### src/rtl/duty_calc_pkg.sv
// Shared constants and state encoding for the duty-cycle calculator.
// Latency: n/a (types and constants only).
// Backpressure: n/a.
package duty_calc_pkg;
    localparam int CNT_W   = 32;
    localparam int SCALE   = 1000;
    localparam int SCALE_W = 10;
    localparam int NUM_W   = CNT_W + SCALE_W + 1;
    localparam int SUM_W   = CNT_W + 1;
    localparam int DUTY_W  = 16;

    typedef enum logic [1:0] {
        IDLE,
        DIV,
        DONE
    } state_e;
endpackage

### src/rtl/duty_calc_if.sv
// Bundles the count-pair input strobe and the duty result outputs.
// Latency: n/a (wiring only).
// Backpressure: none; producer strobes, consumer queues one pending sample.
interface duty_calc_if;
    import duty_calc_pkg::*;

    logic              in_valid;
    logic [CNT_W-1:0]  cnt_high;
    logic [CNT_W-1:0]  cnt_low;
    logic [DUTY_W-1:0] duty;
    logic              duty_valid;
    logic              busy;
    logic              zero_err;
    logic              overrun;

    modport master (
        output in_valid, cnt_high, cnt_low,
        input  duty, duty_valid, busy, zero_err, overrun
    );

    modport slave (
        input  in_valid, cnt_high, cnt_low,
        output duty, duty_valid, busy, zero_err, overrun
    );
endinterface

### src/rtl/seq_udiv.sv
// Sequential restoring unsigned divider, one quotient bit per cycle, MSB first.
// Latency: first step is taken on the start edge; done rises NUM_W-1 edges later.
// Backpressure: none; a new start restarts the division and discards the old one.
module seq_udiv #(
    parameter int NUM_W = 43,
    parameter int DEN_W = 33
) (
    input  logic             clk,
    input  logic             rst,
    input  logic             start,
    input  logic [NUM_W-1:0] num,
    input  logic [DEN_W-1:0] den,
    output logic             done,
    output logic [NUM_W-1:0] quot,
    output logic [DEN_W-1:0] rem
);
    localparam int CW = $clog2(NUM_W + 1);

    logic [NUM_W-1:0] num_q, num_d, quot_q, quot_d, src_num, src_quot;
    logic [DEN_W-1:0] den_q, den_d, rem_q, rem_d, src_den, src_rem;
    logic [CW-1:0]    cnt_q, cnt_d, src_cnt;
    logic             run_q, run_d, done_q, done_d;
    logic [DEN_W:0]   trial, diff;
    logic             fits;

    // One restoring step; on start the step works on the fresh operands directly.
    always_comb begin
        src_num  = start ? num : num_q;
        src_den  = start ? den : den_q;
        src_rem  = start ? '0  : rem_q;
        src_quot = start ? '0  : quot_q;
        src_cnt  = start ? '0  : cnt_q;
        trial    = {src_rem, src_num[NUM_W-1]};
        fits     = trial >= {1'b0, src_den};
        diff     = trial - {1'b0, src_den};
        num_d    = num_q;
        den_d    = den_q;
        rem_d    = rem_q;
        quot_d   = quot_q;
        cnt_d    = cnt_q;
        run_d    = run_q;
        done_d   = done_q;
        if (start || run_q) begin
            num_d  = {src_num[NUM_W-2:0], 1'b0};
            den_d  = src_den;
            rem_d  = fits ? diff[DEN_W-1:0] : trial[DEN_W-1:0];
            quot_d = {src_quot[NUM_W-2:0], fits};
            cnt_d  = src_cnt + 1'b1;
            run_d  = (cnt_d != CW'(NUM_W));
            done_d = (cnt_d == CW'(NUM_W));
        end
    end

    // Divider state registers.
    always_ff @(posedge clk) begin
        if (rst) begin
            num_q  <= '0;
            den_q  <= '0;
            rem_q  <= '0;
            quot_q <= '0;
            cnt_q  <= '0;
            run_q  <= 1'b0;
            done_q <= 1'b0;
        end else begin
            num_q  <= num_d;
            den_q  <= den_d;
            rem_q  <= rem_d;
            quot_q <= quot_d;
            cnt_q  <= cnt_d;
            run_q  <= run_d;
            done_q <= done_d;
        end
    end

    assign done = done_q;
    assign quot = quot_q;
    assign rem  = rem_q;
endmodule

### src/rtl/duty_calc.sv
// Duty cycle in 0.1 % units: round(SCALE * high / (high + low)), clamped to SCALE.
// Latency: in_valid edge to duty_valid is NUM_W+1 cycles, independent of operands.
// Backpressure: one-deep pending slot while busy; overwrite of a full slot pulses overrun.
module duty_calc
    import duty_calc_pkg::*;
(
    input  logic        clk,
    input  logic        rst,
    duty_calc_if.slave  bus
);
    state_e             state_q, state_d;
    logic               pend_vld_q, pend_vld_d;
    logic [CNT_W-1:0]   pend_high_q, pend_high_d, pend_low_q, pend_low_d;
    logic               zero_q, zero_d;
    logic [DUTY_W-1:0]  duty_q, duty_d;
    logic               duty_valid_q, duty_valid_d;
    logic               busy_q, busy_d;
    logic               zero_err_q, zero_err_d;
    logic               overrun_q, overrun_d;

    logic               launch;
    logic [CNT_W-1:0]   src_high, src_low;
    logic [SUM_W-1:0]   sum;
    logic [NUM_W-1:0]   num;
    logic [DUTY_W-1:0]  result;
    logic               div_done;
    logic [NUM_W-1:0]   div_quot;

    // Operand prep, FSM next state, pending slot and output flags.
    always_comb begin
        launch   = ((state_q == IDLE) || (state_q == DONE)) && (pend_vld_q || bus.in_valid);
        src_high = pend_vld_q ? pend_high_q : bus.cnt_high;
        src_low  = pend_vld_q ? pend_low_q  : bus.cnt_low;
        sum      = {1'b0, src_high} + {1'b0, src_low};
        num      = NUM_W'(src_high) * NUM_W'(SCALE) + NUM_W'(sum >> 1);
        if (zero_q)
            result = '0;
        else if (div_quot > NUM_W'(SCALE))
            result = DUTY_W'(SCALE);
        else
            result = div_quot[DUTY_W-1:0];

        state_d      = state_q;
        pend_vld_d   = pend_vld_q;
        pend_high_d  = pend_high_q;
        pend_low_d   = pend_low_q;
        zero_d       = zero_q;
        duty_d       = duty_q;
        duty_valid_d = 1'b0;
        busy_d       = busy_q;
        zero_err_d   = zero_err_q;
        overrun_d    = 1'b0;

        case (state_q)
            IDLE: ;
            DIV: begin
                if (div_done)
                    state_d = DONE;
            end
            DONE: begin
                duty_d       = result;
                duty_valid_d = 1'b1;
                zero_err_d   = zero_q;
                busy_d       = 1'b0;
                state_d      = IDLE;
            end
            default: state_d = IDLE;
        endcase

        // A launch (from IDLE or straight out of DONE) takes priority over going idle.
        if (launch) begin
            state_d = DIV;
            busy_d  = 1'b1;
            zero_d  = (sum == '0);
        end

        // An input consumed directly by a launch never touches the pending slot.
        if (bus.in_valid) begin
            if (!(launch && !pend_vld_q)) begin
                pend_vld_d  = 1'b1;
                pend_high_d = bus.cnt_high;
                pend_low_d  = bus.cnt_low;
                overrun_d   = pend_vld_q && !launch;
            end
        end else if (launch) begin
            pend_vld_d = 1'b0;
        end
    end

    // Control and output registers.
    always_ff @(posedge clk) begin
        if (rst) begin
            state_q      <= IDLE;
            pend_vld_q   <= 1'b0;
            pend_high_q  <= '0;
            pend_low_q   <= '0;
            zero_q       <= 1'b0;
            duty_q       <= '0;
            duty_valid_q <= 1'b0;
            busy_q       <= 1'b0;
            zero_err_q   <= 1'b0;
            overrun_q    <= 1'b0;
        end else begin
            state_q      <= state_d;
            pend_vld_q   <= pend_vld_d;
            pend_high_q  <= pend_high_d;
            pend_low_q   <= pend_low_d;
            zero_q       <= zero_d;
            duty_q       <= duty_d;
            duty_valid_q <= duty_valid_d;
            busy_q       <= busy_d;
            zero_err_q   <= zero_err_d;
            overrun_q    <= overrun_d;
        end
    end

    seq_udiv #(
        .NUM_W (NUM_W),
        .DEN_W (SUM_W)
    ) u_div (
        .clk   (clk),
        .rst   (rst),
        .start (launch),
        .num   (num),
        .den   (sum),
        .done  (div_done),
        .quot  (div_quot),
        .rem   ()
    );

    assign bus.duty       = duty_q;
    assign bus.duty_valid = duty_valid_q;
    assign bus.busy       = busy_q;
    assign bus.zero_err   = zero_err_q;
    assign bus.overrun    = overrun_q;
endmodule

### src/flat_wrapper.sv
// flat-port wrapper written by rule: the top's interface ports become plain ports
module duty_calc_flat import duty_calc_pkg::*;
  (clk, rst, bus_in_valid, bus_cnt_high, bus_cnt_low, bus_duty, bus_duty_valid, bus_busy, bus_zero_err, bus_overrun);
  duty_calc_if bus_i ();
  input  logic clk;
  input  logic rst;
  input wire logic [$bits(bus_i.in_valid)-1:0] bus_in_valid;
  input wire logic [$bits(bus_i.cnt_high)-1:0] bus_cnt_high;
  input wire logic [$bits(bus_i.cnt_low)-1:0] bus_cnt_low;
  output wire logic [$bits(bus_i.duty)-1:0] bus_duty;
  output wire logic [$bits(bus_i.duty_valid)-1:0] bus_duty_valid;
  output wire logic [$bits(bus_i.busy)-1:0] bus_busy;
  output wire logic [$bits(bus_i.zero_err)-1:0] bus_zero_err;
  output wire logic [$bits(bus_i.overrun)-1:0] bus_overrun;
  assign bus_i.in_valid = bus_in_valid;
  assign bus_i.cnt_high = bus_cnt_high;
  assign bus_i.cnt_low = bus_cnt_low;
  assign bus_duty = bus_i.duty;
  assign bus_duty_valid = bus_i.duty_valid;
  assign bus_busy = bus_i.busy;
  assign bus_zero_err = bus_i.zero_err;
  assign bus_overrun = bus_i.overrun;
  duty_calc u_core (.clk(clk), .rst(rst), .bus(bus_i));
endmodule
### config.mk
export PLATFORM = sky130hd
export DESIGN_NAME = duty_calc_flat
export DESIGN_NICKNAME = d
export VERILOG_FILES = /design/src/rtl/duty_calc_pkg.sv /design/src/rtl/duty_calc_if.sv /design/src/rtl/seq_udiv.sv /design/src/rtl/duty_calc.sv /design/src/flat_wrapper.sv
export SDC_FILE = /design/constraint.sdc
export NUM_CORES = 1
export LEC_CHECK = 0
export CAP_MARGIN = 20
export CORE_ASPECT_RATIO = 1.5
export CORE_MARGIN = 2
export CORE_UTILIZATION = 63
export DETAILED_ROUTE_END_ITERATION = 12
export PLACE_DENSITY_LB_ADDON = 0.08
export SLEW_MARGIN = 10
export SYNTH_ARGS = -nofsm -noshare
export SYNTH_HDL_FRONTEND = slang
export SYNTH_SLANG_ARGS = --single-unit
### constraint.sdc
create_clock -name clk -period 12.3 [get_ports clk]
set_clock_uncertainty 0.1 [all_clocks]
set_input_delay 2.46 -clock clk [delete_from_list [all_inputs] [get_ports clk]]
set_output_delay 2.46 -clock clk [all_outputs]
set_load 0.01 [all_outputs]
Yosys cells after proc, flatten, opt, wreduce, memory -nomap -nowiden:

Cells that the tools add are included.

* latch bits: 0
* output and inout port bits: 20
* input bits: 67
* logic and storage cells: 73
* RAM bits: 0
* memory bits (read-only): 0
* memories: 0
* bits in registers: 247

* muxes and demuxes: 19
* bitwise gates (word level): 3
* div/mod/pow operators: 0
* $add $sub $neg: 4
* reductions and logical operators: 18
* shift-type cells: 0
* multiply operators: 1
* equality and inequality tests: 8
* magnitude comparators: 2

Operators by type and width (number)
* $mux 33: 3
* $mux 32: 2
* $add 42x32->43: 1
* $gt 43x10->1 const B: 1
* $mux 43: 1
* $mux 42: 1
* $mul 32x7->39 const B: 1
* $ge 34x33->1: 1
* $add 32x32->33: 1
* $logic_not 33->1: 1
* $sub 33x33->33: 1
* $mux 16: 2
* $reduce_and 2->1: 4
* $mux 1: 7
* $add 6x1->6 const B: 1
* $eq 6x6->1 const B: 1
* $mux 6: 1
* $ne 2x2->1 const B: 3
* $ne 6x6->1 const B: 1
* $pmux 2 s2: 1
* $reduce_bool 2->1: 2
* $logic_and 1x1->1: 3
* $logic_or 1x1->1: 3
* $ne 3x3->1 const B: 1
* 8 further kinds: 11

Longest topological paths before layout:

* depth in word-level cells: 6
* mapped depth: 45
* mapped depth without buffers: 40

Hierarchy:

From an unflattened synthesis, not the netlist that was laid out.

* cell total of the unflattened synthesis: 2589
* area, all modules: 21365.5 sq um

By module, submodules not included
* duty_calc: times used 1, area an instance 13067.5 sq um, seq. area each 1761.7 sq um, cells an instance 1611
* seq_udiv: times used 1, area an instance 8298.0 sq um, seq. area each 3183.1 sq um, cells an instance 978

Least setup slack after synthesis:

No wires, ideal clock.

* path kind: input to register
* start: input port bus_cnt_high[2]
* end: register u_core.u_div.rem_q[25], in the netlist u_core.u_div.rem[25]
* setup time: 0.122 ns
* required time: 12.078 ns
* path slack: 0.769 ns
* path buffers: 1
* stages on the path: 38
* data arrival time: 11.309 ns
* cells stage by stage: mux2i_1 inv_1 fa_1 xor2_1 ha_1 inv_1 fa_1 fa_1 inv_1 ha_1 o211ai_2 a21oi_1 o41a_4 a221oi_4 o21ai_0 xor2_1 ha_1 and3_1 (+2 left out) a41oi_1 nor3_4 nand3_4 o31a_1 ha_1 inv_1 fa_1 a21o_1 a21oi_1 o21ai_0 a31oi_1 o211ai_1 a21oi_1 nor3_1 nor2_1 clkbuf_1 nor2_1 o311a_1

* word-level cells in the longest chain between the ends: 6
* elaborated cells on any way between the ends: 9
* those cells by class: add/sub: 3; mul: 1; order compare: 1; mux: 4

RTL lines
* start: declaration: RTL line flat_wrapper.sv:8 `input wire logic [$bits(bus_i.cnt_high)-1:0] bus_cnt_high;`
* $mux 32 *: RTL line duty_calc.sv:32 `src_high = pend_vld_q ? pend_high_q : bus.cnt_high;`
* $mul 32x7->39 or $add 32x32->33 (tied branches): RTL line duty_calc.sv:35, duty_calc.sv:34
* $add 42x32->43: RTL line duty_calc.sv:35 `num = NUM_W'(src_high) * NUM_W'(SCALE) + NUM_W'(sum >> 1);`
* $mux 43: RTL line seq_udiv.sv:28 `src_num = start ? num : num_q;`
* $sub 33x33->33 or $ge 34x33->1 (tied branches): RTL line seq_udiv.sv:35, seq_udiv.sv:34
* $mux 33 *: RTL line seq_udiv.sv:46 `rem_d = fits ? diff[DEN_W-1:0] : trial[DEN_W-1:0];`
* end signal: assignment: RTL line seq_udiv.sv:67 `rem_q <= rem_d;`
* end: declaration: RTL line seq_udiv.sv:20 `logic [DEN_W-1:0] den_q, den_d, rem_q, rem_d, src_den, src_rem;`

Every way passes the cells marked *; elsewhere a longest branch is shown, timed or not.
A chain may end at the register's enable or synchronous reset.

Worst setup path in the final report:

* start: input port bus_cnt_high[2]
* end: register u_core.u_div.rem_q[11], in the netlist u_core.u_div.rem[11]

Same word-level chain as after synthesis.

==> metrics <==
Rel. slew slack=0.365; initial antenna violation count=0; DP HPWL=40900 um; area delta synth->final=10.9%; Mapped Cells=2486; final layout net count=2906; Setup crit end kind=flop; Total Routing Usage GR=0.300; cts hold-fix bufs=0; final setup vio count=0; first-pass GRT wire length=86900 um; Required @ worst endpoint=12.65 ns; Top-Level Pins=87; CP max stage cell=fa_1; unrepaired setup endpoints after global routing=false; CTS Buf Count=25; num rows=81; post-synth top area share=0.236; Worst Setup SP=bus_cnt_high[2]; remaining antenna violation count=0; die area=34800 sq um; crit path kind=in2reg; layout cells sized above 1=0.0677; Clock Path Buffers=3; TritonCTS clock tree=built; final core occ=0.710; syn nets=2855; initial core utilization=0.640; maxcap violations=0; post-DR wirelength/cell=17.9 um; Warnings, synthesis=0; Resized cells post-CTS=0; Chip Height=227 um; area leader, netlist=dfxtp_1; Fmax achieved=85.4 MHz; Worst Min Path Start=u_core.pend_low_q[17]; maximum number of pins on one net before global-route repair=93; Worst EP arrival=12.06 ns; Setup crit end=u_core.u_div.rem[11]; min-delay worst type=reg2reg; r2r setup slk=1.95 ns; grt total ovfl=0; Multi-input gate area=14800 sq um; max incr delay on CP=0.61 ns; Root Driver=clkbuf_16; number of synthesized register bits=247; post-synthesis cell area=21000 sq um; Yosys cell types=94; DRT Pass-1 Iters=7; # diodes=0; Crit Reg-Reg Startpoint=u_core.pend_vld_q; H-tree Lvls=1; syn_area_per_cell=8.43 sq um; Final Hold Vio Count=0; fill count=2702; Num Clock Sinks=247; Final Slew Violations=0; DRC errors left=0; post-layout min period=11.71 ns; Worst-path clk slew=0.06 ns; Post-synth EDFFs=0; final WL=53300 um; worst-path maximum fanout=18; Reg area=4950 sq um; Worst Reg-to-Reg Cells=39; Placer Congestion=0.952; status=finished, final reports clean; sequential-to-total area share from yosys stat=0.236; number of DRC markers in iteration 0=922; Worst Tran Pin Value=0.953 ns; Synth area leaders=dfxtp_1 (24%), fa_1 (11%), ha_1 (11%); Reg-to-Reg End=u_core.u_div.rem[11]; number of global-route vias before repair=17877; DR vias/cell=6.08; async set-reset flop share out of synthesis=0; period utilization=0.952; Startpoint Class=input pin; postcts setup bufs=0; Worst-Skew Late Latency=0.55 ns; routed vias=18055; Core Region=32700 sq um; die width=153 um; Port Buffers=86; Main synth FF type=dfxtp_1
worst min-delay path by stage:
stage / endpoint / slack (ns) / cells after the start
after global placement: u_core.state_q[1] / 0.33 / 1
final: u_core.pend_low_q[17] / 0.35 / 2
after detailed placement: u_core.pend_low_q[23] / 0.35 / 2
after global routing: u_core.pend_low_q[20] / 0.37 / 2
after floorplan: u_core.state_q[1] / 0.32 / 1
after CTS: u_core.pend_low_q[21] / 0.35 / 2
state kept, by name, indices dropped and copies added (netlist names), 2 cells and up:
name and flops:
u_core.bus.duty 16, u_core.pend_high_q 32, u_core.pend_low_q 32, u_core.state_q 2, u_core.u_div.cnt_q 6, u_core.u_div.den_q 33, u_core.u_div.num_q 42, u_core.u_div.quot 43
u_core.u_div.rem 33
cell usage after synthesis, types with 8 or more instances:
cell and count:
a31oi_1 29, and2_1 37, o21ai_0 76, nor2_1 232
nor2b_1 14, o21a_1 19, or2_2 8, a21oi_1 206
nand2_1 258, nand3_1 40, clkbuf_1 88, fa_1 119
ha_1 183, dfxtp_1 247, nor4_1 17, a21o_1 58
or3_1 9, mux2_2 37, mux2i_1 133, xor2_1 44
o31ai_1 8, nor3_1 25, buf_1 17, xnor2_1 76
a211o_1 9, o211ai_1 20, and3_1 25, a211oi_1 57
nand4_1 24, inv_1 202, a311oi_1 24, o21bai_1 23
cell usage in the layout, fill, tap and decap left out, drive strengths merged, types with 24 or more instances in the layout:
master	count
nand2	259
clkbuf	31
nand4	24
a311oi	24
inv	205
xnor2	76
a211oi	58
a21o	60
fa	119
a31oi	29
xor2	44
ha	183
and2	38
nand3	41
o21ai	79
clkdlybuf4s50	85
mux2i	133
buf	54
nor3	27
and3	27
a21oi	206
mux2	37
dfxtp	247
nor2	232
layer usage:
metal,track usage,vias up,routed length (um)
li1,-,8796,-
met1,0.354,8691,21600
met2,0.574,446,27800
met3,0.0270,122,2140
met4,0.0980,0,1710
met5,0,-,0
critical path, delay by kind of cell:
family                   cells  cell delay, ns
adder cells (fa/ha/maj)      8            3.06
buffers and inverters        7            1.18
AND/OR/NAND/NOR              6            0.85
multiplexers                 1            0.19
XOR/XNOR                     2            0.32
AO/OA/AOI/OAI               18            3.97
through the flow:
| stage | TNS (ns) | hold slack (ns) | area [sq um] | std cells | setup slack [ns] |
|---|---|---|---|---|---|
| floorplan | 0 | 0.322 | 21000 | 2486 | 0.769 |
| global placement | 0 | 0.333 | 22300 | 2925 | 0.143 |
| detailed placement | -1.83 | 0.345 | 22300 | 2925 | -0.159 |
| CTS | 0 | 0.354 | 23200 | 2970 | 0.419 |
| global route | 0 | 0.373 | 23300 | 2970 | 0.00718 |
| finish | 0 | 0.353 | 23300 | 2970 | 0.589 |
layout make-up:
type | count | share of cell area
Sequential cell | 247 | 0.213
Timing Repair Buffer | 139 | 0.0542
Multi-Input combinational cell | 1922 | 0.637
Clock inverter | 14 | 0.0103
Inverter | 202 | 0.0326
Tap cell | 415 | 0.0223
Clock buffer | 31 | 0.0301
cells by family (layout without fill, tap and decap cells):
family | Yosys count | after routing | share of synthesized area
fa+ha+maj | 302 | 302 | 0.223
compound gates | 601 | 601 | 0.190
simple gates | 729 | 729 | 0.159
xor+xnor | 120 | 120 | 0.0501
buf+inv | 317 | 386 | 0.0587
flops | 247 | 247 | 0.236
mux | 170 | 170 | 0.0834
Power is not shown: default switching activity piles up to over one toggle a cycle in this logic, so the estimate is an artifact.
